`src/rtl/seg_display_driver.sv`:
```
// Four-digit multiplexed common-anode seven-segment driver for a 16-bit word.
// The word is sampled only at frame boundaries so a scan never mixes two values.
module seg_display_driver #(
    parameter int REFRESH_DIV   = 50000,
    parameter bit BLANK_LEADING = 1'b1
) (
    input  logic        clk,
    input  logic        reset,
    input  logic [15:0] value,
    input  logic        freeze,
    output logic [3:0]  an,
    output logic [6:0]  seg,
    output logic        dp,
    output logic        changed
);

    localparam int TW = (REFRESH_DIV > 1) ? $clog2(REFRESH_DIV) : 1;

    logic [TW-1:0] tick;
    logic [1:0]    digit;
    logic [15:0]   shadow;
    logic          frz_q;

    logic          tick_last;
    logic          frame_end;
    logic [15:0]   shifted;
    logic [3:0]    nibble;
    logic          blank;

    function automatic logic [6:0] hex_to_seg(input logic [3:0] n);
        logic [6:0] s;
        case (n)
            4'h0:    s = 7'b1000000;
            4'h1:    s = 7'b1111001;
            4'h2:    s = 7'b0100100;
            4'h3:    s = 7'b0110000;
            4'h4:    s = 7'b0011001;
            4'h5:    s = 7'b0010010;
            4'h6:    s = 7'b0000010;
            4'h7:    s = 7'b1111000;
            4'h8:    s = 7'b0000000;
            4'h9:    s = 7'b0010000;
            4'hA:    s = 7'b0001000;
            4'hB:    s = 7'b0000011;
            4'hC:    s = 7'b1000110;
            4'hD:    s = 7'b0100001;
            4'hE:    s = 7'b0000110;
            default: s = 7'b0001110;
        endcase
        return s;
    endfunction

    // Shifting the shadow down to the current digit gives both the nibble and
    // the "everything from here upward is zero" test used for blanking.
    always_comb begin
        tick_last = (tick == TW'(REFRESH_DIV - 1));
        frame_end = tick_last && (digit == 2'd3);
        shifted   = shadow >> {digit, 2'b00};
        nibble    = shifted[3:0];
        blank     = BLANK_LEADING && (digit != 2'd0) && (shifted == 16'h0000);
    end

    always_ff @(posedge clk) begin
        if (reset) begin
            tick    <= '0;
            digit   <= 2'd0;
            shadow  <= 16'h0000;
            frz_q   <= 1'b0;
            changed <= 1'b0;
            an      <= 4'b1111;
            seg     <= 7'b1111111;
            dp      <= 1'b1;
        end else begin
            if (tick_last) begin
                tick  <= '0;
                digit <= digit + 2'd1;
            end else begin
                tick  <= tick + TW'(1);
            end

            changed <= 1'b0;
            if (frame_end) begin
                frz_q <= freeze;
                if (!freeze) begin
                    shadow  <= value;
                    changed <= (value != shadow);
                end
            end

            // Outputs reflect the digit/shadow of the previous cycle.
            an  <= blank ? 4'b1111 : ~(4'b0001 << digit);
            seg <= blank ? 7'b1111111 : hex_to_seg(nibble);
            dp  <= !((digit == 2'd0) && frz_q);
        end
    end

endmodule

```
`config.mk`:
```
export PLATFORM = sky130hd
export DESIGN_NAME = seg_display_driver
export DESIGN_NICKNAME = d
export VERILOG_FILES = /design/src/rtl/seg_display_driver.sv
export SDC_FILE = /design/constraint.sdc
export NUM_CORES = 1
export LEC_CHECK = 0
export CAP_MARGIN = 25
export CORE_MARGIN = 4
export CORE_UTILIZATION = 59
export CTS_CLUSTER_DIAMETER = 200
export DETAILED_ROUTE_END_ITERATION = 6
export PLACE_DENSITY = 0.86
export SLEW_MARGIN = 5
export SYNTH_ARGS = -nofsm -noshare
export SYNTH_HDL_FRONTEND = slang
export SYNTH_SLANG_ARGS = --single-unit
```
`constraint.sdc`:
```
create_clock -name clk -period 6 [get_ports clk]
set_input_delay 0.9 -clock clk [delete_from_list [all_inputs] [get_ports clk]]
set_output_delay 0.9 -clock clk [all_outputs]
set_load 0.1 [all_outputs]
```
=== Yosys cells after proc, flatten, opt, wreduce, memory -nomap -nowiden ===
Memories as Yosys holds them, arrays and structs flattened. A register that Yosys moved wholly into a read port is not among the register bits.
Cells that the tools add are included.

* Bitwise gates (word level): 3
* Shift operators: 2
* Reduce and logical (&&, ||, !) cells: 11
* Equality and inequality tests: 3
* Add/sub/neg operators: 2

{| class="wikitable"
|+ Operators by type and width
! kind !! count
|-
| 16-bit by 1-bit adder with 16-bit output, second input constant || 1
|-
| 16-bit equality test, second input constant || 1
|-
| 16-bit zero test || 1
|-
| 16-bit != test || 1
|-
| 16-bit by 4-bit right shift with 16-bit output || 1
|-
| 4-bit NOT || 1
|-
| 2-bit OR reduction || 2
|-
| 1-bit by 2-bit left shift with 4-bit output, first input constant || 1
|-
| 1-bit logical AND || 3
|-
| 3-bit OR reduction || 1
|-
| 2-bit by 1-bit adder with 2-bit output, second input constant || 1
|-
| 2-bit equality test, second input constant || 1
|-
| 2-bit zero test || 1
|-
| 1-bit NOT || 2
|-
| 2-bit AND reduction || 1
|-
| 2-bit nonzero test || 1
|-
| 1-bit zero test || 1
|}

* Word-level logic and storage cells: 29
* Input port bits: 19
* Memory bits (read-only): 112
* Memories: 1
* Output and inout port bits: 13
* Register bits: 41

{| class="wikitable"
|+ Memories
! name !! depth !! width !! read ports !! clocked after memory_dff !! wr ports !! RTL line !! RTL
|-
| (no name shown) || 16 || 7 || 1 || 1 || 0 || 32 || <nowiki>case (n)</nowiki>
|}

=== Longest topological paths before layout ===
Gate-level depths: netlist of the first run.

* Depth after elaboration: 4
* Gate-level depth with buffers: 9
* Gate-level depth less buffers: 7

=== Worst setup path after synthesis of the first run ===
Ideal clock, no wire load.

* Path kind: reg-to-reg
* From: reg digit[0]
* To: reg seg[5]
* Arrival time: 2.282 ns
* Setup time: 0.079 ns
* Clock period less this slack: 2.361 ns
* Stages on the path, launching flop included: 10
* Slack: 3.639 ns
* Cell sequence: dfxtp_1 buf_2 mux4_2 inv_1 ha_1 nor4b_1 o2111ai_1 and3b_1 clkbuf_1 o211ai_1

* Word-level cells in the longest chain between the ends: 4

{| class="wikitable"
|+ Ends and longest elaborated chain
! what !! RTL line !! RTL
|-
| start: declaration || 20 || <nowiki>logic [1:0] digit;</nowiki>
|-
| start signal: assignment || 76 || <nowiki>digit <= digit + 2'd1;</nowiki>
|-
| 16-bit by 4-bit right shift with 16-bit output || 58 || <nowiki>shifted = shadow >> {digit, 2'b00};</nowiki>
|-
| 16-bit zero test || 60 || <nowiki>blank = BLANK_LEADING && (digit != 2'd0) && (shifted == 16'h0000);</nowiki>
|-
| 1-bit logical AND || 60 ||
|-
| 2-bit OR reduction (no line) || n/a ||
|-
| end: declaration || 12 || <nowiki>output logic [6:0] seg,</nowiki>
|}

Several ways; a longest one is shown, not always the timed one.
A chain may end at the register's enable or synchronous reset.

=== Final worst setup path of the first run ===
* From: reg digit[0]
* To: reg seg[6]

Same word-level chain as after synthesis.

==> results of run 1 <==
-- stage by stage --
stage / worst slack [ns] / hold WS (ns)
after floorplan: 3.64 / 0.382
final: 3.32 / 0.418
after global routing: 3.12 / 0.440
after CTS: 3.31 / 0.425
after global placement: 3.42 / 0.393
after detailed placement: 3.34 / 0.402
-- area by class of cell --
| type | count | area, um2 |
|---|---|---|
| multi-input combinational | 194 | 1370 |
| fill | 314 | 1170 |
| inverter | 7 | 26.3 |
| timing repair buffer | 32 | 318 |
| clock inverter | 2 | 10.0 |
| clock buffer | 6 | 82.6 |
| tap | 50 | 62.6 |
| sequential | 48 | 961 |
-- Yosys cell counts, types with 4 or more instances --
| master | number | area share [%] |
|---|---|---|
| dfxtp_1 | 48 | 39 |
| xor2_1 | 10 | 3.6 |
| nor4_1 | 5 | 1.3 |
| mux4_2 | 5 | 4.6 |
| o211ai_1 | 4 | 1.2 |
| a21oi_1 | 20 | 4.1 |
| o21ai_0 | 19 | 3.9 |
| nand4_1 | 8 | 2.0 |
| ha_1 | 10 | 5.1 |
| inv_1 | 7 | 1.1 |
| nand2_1 | 15 | 2.3 |
| nor2_1 | 16 | 2.4 |
| nand3_1 | 26 | 5.3 |
| xnor2_1 | 23 | 8.2 |
| clkbuf_1 | 11 | 1.7 |
-- routing by layer --
layer / up-vias / track usage [%]
li1: 984 / -
met1: 944 / 26.5
met2: 56 / 32.7
met3: 6 / 3.74
met4: 0 / 9.84
met5: - / 0
-- flip-flops by register name, indices dropped and copies added (netlist names) --
signal,cells
seg,7
an,4
tick,16
shadow,16
changed,1
digit,2
frz_q,1
dp,1
-- cells by family after synthesis --
kind of cell	count (synthesis)
simple gates	92
flops	48
xor+xnor	33
mux	8
compound gates	51
fa+ha+maj	10
buf+inv	24
-- power breakdown --
group          internal, mW  leakage (nW)  switching, mW
sequential            0.322         0.390        0.00224
clock                0.0921        0.0510          0.107
combinational        0.0211         0.503         0.0320
total                 0.436         0.944          0.141
-- worst paths after layout --
path	from	slack, ns	cells past startpoint	endpoint
min	frz_q$_SDFFE_PP0P_	0.42	1	dp$_SDFF_PP1_
max reg2reg	digit[0]$_SDFFE_PP0P_	3.32	7	seg[6]$_SDFF_PP1_
min reg2reg	frz_q$_SDFFE_PP0P_	0.42	1	dp$_SDFF_PP1_
max	digit[0]$_SDFFE_PP0P_	3.32	7	seg[6]$_SDFF_PP1_
==> impl_metrics.tcl, run 1 <==
set metrics [dict create \
    status "complete, no violations" \
    dieArea_um2 5260 \
    clk_pin_slew_ns 0.09 \
    critical-path-top-delay-family "simple AND/OR/NAND/NOR gates" \
    slowest_delay_ns 0.64 \
    initialDrtViolationCount 184 \
    layout.nets 317 \
    die_w_um 72.5 \
    yosysWarnings 0 \
    clockRootBuffer "clkbuf_8" \
    critPathBufInv 1 \
    std_cell_rows 23 \
    grtUsageTotal_pct 20.4 \
    syn_avg_cell_area_um2 9.23 \
    post-cts-setup-buffers 0 \
    hold_buffers 0 \
    ys_seq_elements 48 \
    cp.arrival_ns 2.90 \
    wl_met2_um 2310 \
    synthCells 266 \
    grt_max_degree 25 \
    hold_viol 0 \
    critPathCaptureType "flop" \
    synthSimpleGateAreaFrac_pct 21.2 \
    synthToLayoutAreaGrowth_pct 15.1 \
    cp_max_fo 10 \
    routed.top_layer "met4" \
    wl_per_cell_um 14.3 \
    drive_above_1_share_pct 8.65 \
    cts_tree "built" \
    place_inst 330 \
    h-tree-depth 2 \
    synth_fa_ha_area_share_pct 5.09 \
    grt_pass1_vias 1795 \
    layout.cells.most_common "dfxtp_1" \
    path_class "flop to flop" \
    routed_wl_um 4840 \
    finalCritPeriodShare_pct 44.7 \
    wl_met1_um 2190 \
    synth-edff-count 0 \
    coreArea_um2 4000 \
    synth_compound_area_share_pct 11.6 \
    max_slew.worst_pin.slew_ns 1.01 \
    syn-num-nets 295 \
    pwr_density_cell_nw_per_um2 204 \
    finalSetupTns_ns 0 \
    hp-class "flop to flop" \
    ys_types 42 \
    crit_slowest_cell "mux4_2" \
    clk_latency_ns 0.30 \
    grt_antenna_before_repair 0 \
    final_area_um2 2830 \
    numCtsBuffers 5 \
    fin_cells 339 \
    ir_worst_vdd_v 0.000147 \
    start_util_pct 61.4 \
    synthMuxAreaShare_pct 5.96 \
    worstPathCellList "mux4_2, inv_1, ha_1, nor4b_1, o2111ai_1, and3b_1, o211ai_1" \
    grt_pass1_wl_um 8390 \
    wl_met3_um 285 \
    fmax_mhz 373 \
    vias_per_cell 5.87 \
    post_cts_resized 0 \
    leakage_nw 0.944 \
    place_area_um2 2730 \
    skew_ns 0.00492 \
    synth-xor-area-share_pct 11.8 \
    fin_util_pct 70.7 \
    report.final.slew_viol_count 0 \
    place_congestion 0.960 \
    cts.path.max_buffers 2 \
    cp-start-kind "flop" \
    rsz0062_at_grt "false" \
    ys_async_sr_fraction_pct 0 \
    antenna_cells 0 \
    synth_area_um2 2460 \
    required_ns 6.22 \
    drv_cap 0 \
    synthFlopType "dfxtp_1" \
    ant_nets 0 \
    finalSetupViolations 0 \
    synth_top_family_by_area "simple AND/OR/NAND/NOR gates" \
    clkSinkCount 48 \
    gr-total-overflow 0 \
    first_pass_iters 4 \
    final_cell_mix "dfxtp_1, clkdlybuf4s50_1, nand3_1" \
    min_period_ns 2.68 \
    hpwl_um 3480 \
    port_buffers 31 \
    ys_seq_area_share_pct 39.1 \
    vias 1990 \
    post-layout-total-power_uw 577 \
    slew_headroom_pct 32.2 \
    die_y_um 72.5 \
    drc 0 \
    ios 32 \
]
(Power assumes the default switching activity.)
==> inputs of run 2 (changes only) <==
--- a/config.mk
+++ b/config.mk
@@ -7,10 +7,10 @@
 export LEC_CHECK = 0
 export CAP_MARGIN = 25
 export CORE_MARGIN = 4
-export CORE_UTILIZATION = 59
+export CORE_UTILIZATION = 49
 export CTS_CLUSTER_DIAMETER = 200
 export DETAILED_ROUTE_END_ITERATION = 6
-export PLACE_DENSITY = 0.86
+export PLACE_DENSITY = 0.76
 export SLEW_MARGIN = 5
 export SYNTH_ARGS = -nofsm -noshare
 export SYNTH_HDL_FRONTEND = slang
==> constraint.sdc (replaced) <==
create_clock -name clk -period 2.4 [get_ports clk]
set_input_delay 0.36 -clock clk [delete_from_list [all_inputs] [get_ports clk]]
set_output_delay 0.36 -clock clk [all_outputs]
set_load 0.1 [all_outputs]
==> impl_metrics.tcl, run 2 (synthesis results as in run 1) <==
set metrics [dict create \
    status "complete, no violations" \
    vias 1960 \
    final_cell_mix "dfxtp_1, nand3_1, xnor2_1" \
    final_area_um2 2870 \
    die_y_um 78.8 \
    report.final.slew_viol_count 0 \
    grtUsageTotal_pct 18.1 \
    fmax_mhz 446 \
    grt_pass1_wl_um 9050 \
    h-tree-depth 2 \
    start_util_pct 51.3 \
    dieArea_um2 6210 \
    routed_wl_um 5040 \
    rsz0062_at_grt "false" \
    routed.top_layer "met4" \
    grt_max_degree 20 \
    layout.cells.most_common "dfxtp_1" \
    slowest_delay_ns 0.57 \
    cts_tree "built" \
    finalSetupTns_ns 0 \
    clk_latency_ns 0.30 \
    finalCritPeriodShare_pct 93.3 \
    p_clk_share_pct 33.3 \
    ios 32 \
    reg_top3 "shadow x16, tick x16, seg x7" \
    critical-path-top-delay-family "simple AND/OR/NAND/NOR gates" \
    hold_viol 0 \
    first_pass_iters 4 \
    cp_max_fo 10 \
    synthToLayoutAreaGrowth_pct 16.9 \
    clkSinkCount 48 \
    holdPathEnd "dp$_SDFF_PP1_" \
    max_slew.worst_pin.slew_ns 0.600 \
    coreArea_um2 4790 \
    std_cell_rows 25 \
    post_cts_resized 1 \
    cp-start-kind "flop" \
    wl_per_cell_um 13.9 \
    worstPathCellList "mux4_2, inv_1, ha_1, nor4b_2, o2111ai_1, and3b_2, o211ai_1" \
    slew_headroom_pct 60.0 \
    rr_worst_depth 7 \
    pwr_density_cell_nw_per_um2 493 \
    drv_cap 0 \
    hold_start "frz_q$_SDFFE_PP0P_" \
    place_inst 355 \
    wl_met2_um 2280 \
    drive_above_1_share_pct 16.2 \
    port_buffers 31 \
    grt_antenna_before_repair 0 \
    numCtsBuffers 5 \
    finalSetupViolations 0 \
    fin_cells 363 \
    p_switching_uw 353 \
    hpwl_um 3650 \
    min_period_ns 2.24 \
    path_class "flop to flop" \
    leakage_nw 0.988 \
    antenna_cells 0 \
    place_area_um2 2780 \
    hold_buffers 0 \
    fillers 428 \
    place_congestion 0.828 \
    timing.rr.end "seg[6]$_SDFF_PP1_" \
    seq_area_um2 962 \
    clk_pin_slew_ns 0.09 \
    die_w_um 78.8 \
    skew_ns 0.00179 \
    reg2reg_setup_slack_ns 0.16 \
    combPwrFrac_pct 9.3 \
    wl_met1_um 2450 \
    gr-total-overflow 0 \
    reg2reg_from "digit[0]$_SDFFE_PP0P_" \
    grt_pass1_vias 1974 \
    post-cts-setup-buffers 0 \
    power.share.switching_pct 25.0 \
    crit_slowest_cell "mux4_2" \
    required_ns 2.63 \
    critPathBufInv 1 \
    initialDrtViolationCount 73 \
    critPathCaptureType "flop" \
    cts.path.max_buffers 2 \
    drc 0 \
    cp.arrival_ns 2.47 \
    hp-class "flop to flop" \
    multi_input_area_um2 1370 \
    ir_worst_vdd_v 0.000380 \
    intPower_mw 1.06 \
    vias_per_cell 5.40 \
    layout.nets 324 \
    ant_nets 0 \
    clockRootBuffer "clkbuf_8" \
    min_path_cells 1 \
    p_seq_share_pct 57.3 \
    wl_met3_um 230 \
]
[run 2: changes by cell type in the layout (fill, tap and decap cells not counted), sizes merged]
cell and change:
clkinv +1, clkdlybuf4s50 -13, clkbuf -1, buf +20
[run 2: area by class of cell]
cell class | count | area share (%)
Inverter | 7 | 0.915
Tap cell | 67 | 2.92
Timing Repair Buffer | 39 | 11.8
Clock buffer | 5 | 2.40
Clock inverter | 3 | 0.654
Sequential cell | 48 | 33.5
Multi-Input combinational cell | 194 | 47.8
[run 2: worst max-delay path by stage]
stage                              to  slack [ns]  cells after the start             startpoint
finish              seg[6]$_SDFF_PP1_        0.16                      7  digit[0]$_SDFFE_PP0P_
global route        seg[6]$_SDFF_PP1_        0.05                      7  digit[0]$_SDFFE_PP0P_
CTS                 seg[6]$_SDFF_PP1_        0.10                      7  digit[0]$_SDFFE_PP0P_
detailed placement  seg[6]$_SDFF_PP1_        0.01                      7  digit[0]$_SDFFE_PP0P_
global placement    seg[6]$_SDFF_PP1_        0.17                      7  digit[0]$_SDFFE_PP0P_
floorplan           seg[5]$_SDFF_PP1_        0.04                      9  digit[0]$_SDFFE_PP0P_
[run 2: power by group through the flow]
stage	clock (mW)	combinational (mW)	sequential, mW
5_1_grt	0.522	0.140	0.813
3_5_place_dp	0	0.133	0.830
2_1_floorplan	0	0.0367	0.876
3_3_place_gp	0	0.132	0.830
6_report	0.471	0.132	0.811
4_1_cts	0.488	0.133	0.811
[run 2: through the flow]
step | power [mW] | hold slack [ns] | util [%] | setup WS (ns)
after global routing | 1.48 | 0.459 | 60.0 | 0.0513
after detailed placement | 0.963 | 0.402 | 58.0 | 0.0138
final | 1.41 | 0.419 | 60.0 | 0.160
after CTS | 1.43 | 0.424 | 59.9 | 0.102
after floorplan | 0.913 | 0.382 | - | 0.0393
after global placement | 0.962 | 0.397 | 58.0 | 0.175
[run 2: per-layer routing]
metal | track usage (%) | up-vias
li1 | - | 1005
met1 | 24.2 | 909
met2 | 29.2 | 39
met3 | 3.17 | 7
met4 | 6.82 | 0
met5 | 0 | -
==> inputs of run 3 (changes only) <==
--- a/config.mk
+++ b/config.mk
@@ -7,11 +7,13 @@
 export LEC_CHECK = 0
 export CAP_MARGIN = 25
 export CORE_MARGIN = 4
-export CORE_UTILIZATION = 49
+export CORE_UTILIZATION = 56
 export CTS_CLUSTER_DIAMETER = 200
 export DETAILED_ROUTE_END_ITERATION = 6
-export PLACE_DENSITY = 0.76
+export DONT_BUFFER_PORTS = 1
+export PLACE_DENSITY = 0.75
 export SLEW_MARGIN = 5
 export SYNTH_ARGS = -nofsm -noshare
 export SYNTH_HDL_FRONTEND = slang
 export SYNTH_SLANG_ARGS = --single-unit
+export TNS_END_PERCENT = 30
==> impl_metrics.tcl, run 3 (synthesis results as in run 1) <==
set metrics [dict create \
    grtUsageTotal_pct 21.3 \
    fin_cells 328 \
    grt_util_met1_pct 28.3 \
    path_class "flop to flop" \
    start_util_pct 59.7 \
    layout.nets 306 \
    setup.worst_path.start "digit[0]$_SDFFE_PP0P_" \
    hold_ws_ns 0.117 \
    grt_pass1_wl_um 9090 \
    routed_wl_um 5240 \
    leakage_nw 0.927 \
    critPathCaptureType "flop" \
    slew_headroom_pct 61.4 \
    fin_util_pct 65.7 \
    cts.path.max_buffers 2 \
    place_inst 320 \
    synthToLayoutAreaGrowth_pct 10.1 \
    ios 32 \
    met2_usage_pct 33.3 \
    die_y_um 74.2 \
    busiest_layer "met2" \
    clockRootBuffer "clkbuf_8" \
    finalCritPeriodShare_pct 94.5 \
    hold_buffers 0 \
    dieArea_um2 5510 \
    place_congestion 0.853 \
    h-tree-depth 2 \
    vias_per_cell 5.96 \
    reg2reg_from "digit[0]$_SDFFE_PP0P_" \
    cts_tree "built" \
    finalSetupViolations 0 \
    layout.cells.most_common "dfxtp_1" \
    ir_worst_vdd_v 0.000400 \
    report.final.slew_viol_count 0 \
    status "complete, no violations" \
    grt_pass1_vias 1880 \
    clkSinkCount 48 \
    cp.arrival_ns 2.49 \
    initialDrtViolationCount 91 \
    required_ns 2.62 \
    hold_start "reset" \
    wl_per_cell_um 16.0 \
    ant_nets 0 \
    coreArea_um2 4120 \
    cp-start-kind "flop" \
    max_slew.worst_pin.slew_ns 0.578 \
    min_path_cells 1 \
    port_buffers 0 \
    reg_top3 "shadow x16, tick x16, seg x7" \
    hold_viol 0 \
    pwr_density_cell_nw_per_um2 550 \
    hpwl_um 3830 \
    gr-total-overflow 0 \
    place_area_um2 2590 \
    rsz0062_at_grt "false" \
    std_cell_rows 23 \
    first_pass_iters 4 \
    gr-usage-met3_pct 5.95 \
    grt_max_degree 25 \
    die_w_um 74.2 \
    final_area_um2 2710 \
    hp-class "input pin to flop" \
    skew_ns 0.00424 \
    grt_antenna_before_repair 0 \
    drive_above_1_share_pct 16.9 \
    numCtsBuffers 5 \
    fmax_mhz 441 \
    clk_pin_slew_ns 0.09 \
    drc 0 \
    rr_worst_depth 7 \
    drv_cap 0 \
    antenna_cells 0 \
    clk_latency_ns 0.30 \
    min_period_ns 2.27 \
    finalSetupTns_ns 0 \
    post-cts-setup-buffers 0 \
    cp_max_fo 10 \
    vias 1954 \
    final_cell_mix "dfxtp_1, nand3_1, xnor2_1" \
]
run 3: layout make-up:
type                            instances  area, um2
Tap cell                               50       62.6
Fill cell                             351       1410
Clock inverter                          3       42.5
Timing Repair Buffer                   21        170
Clock buffer                            5       68.8
Inverter                                7       26.3
Multi-Input combinational cell        194       1370
Sequential cell                        48        962
run 3: power by group:
part / switching [mW] / total, mW / internal [mW]
combinational: 0.0647 / 0.0937 / 0.0290
clock: 0.275 / 0.583 / 0.308
sequential: 0.00513 / 0.811 / 0.806
total: 0.345 / 1.49 / 1.14
run 3: repair_timing:
item                                    in CTS  in global routing
pin swaps                                    0                  0
endpoints found under the setup margin       5                 10
gates resized for setup                      1                  1
run 3: final timing paths:
check / slack, ns / to
max: 0.13 / seg[0]$_SDFF_PP1_
min: 0.12 / shadow[10]$_SDFFE_PP0P_
max reg2reg: 0.13 / seg[0]$_SDFF_PP1_
min reg2reg: 0.43 / dp$_SDFF_PP1_
run 3: layer usage:
layer	up-vias	part of all wire (%)	wire length (um)
met5	-	0	0
met4	0	1.3	69
met3	8	7.4	387
met2	65	47	2490
met1	911	44	2300
li1	970	-	-
run 3: through the flow:
step,worst slack [ns],power [mW]
floorplan,0.0393,0.913
global placement,0.136,0.923
detailed placement,0.0226,0.925
CTS,0.0827,1.50
global route,0.0193,1.54
finish,0.131,1.49
run 3: worst max-delay path, stage by stage (launching register included):
cell and delay, ns:
dfxtp_2 0.39, mux4_2 0.59, inv_1 0.14, ha_1 0.22
nor4b_2 0.27, o2111ai_1 0.16, and3b_1 0.31, o2111ai_1 0.12
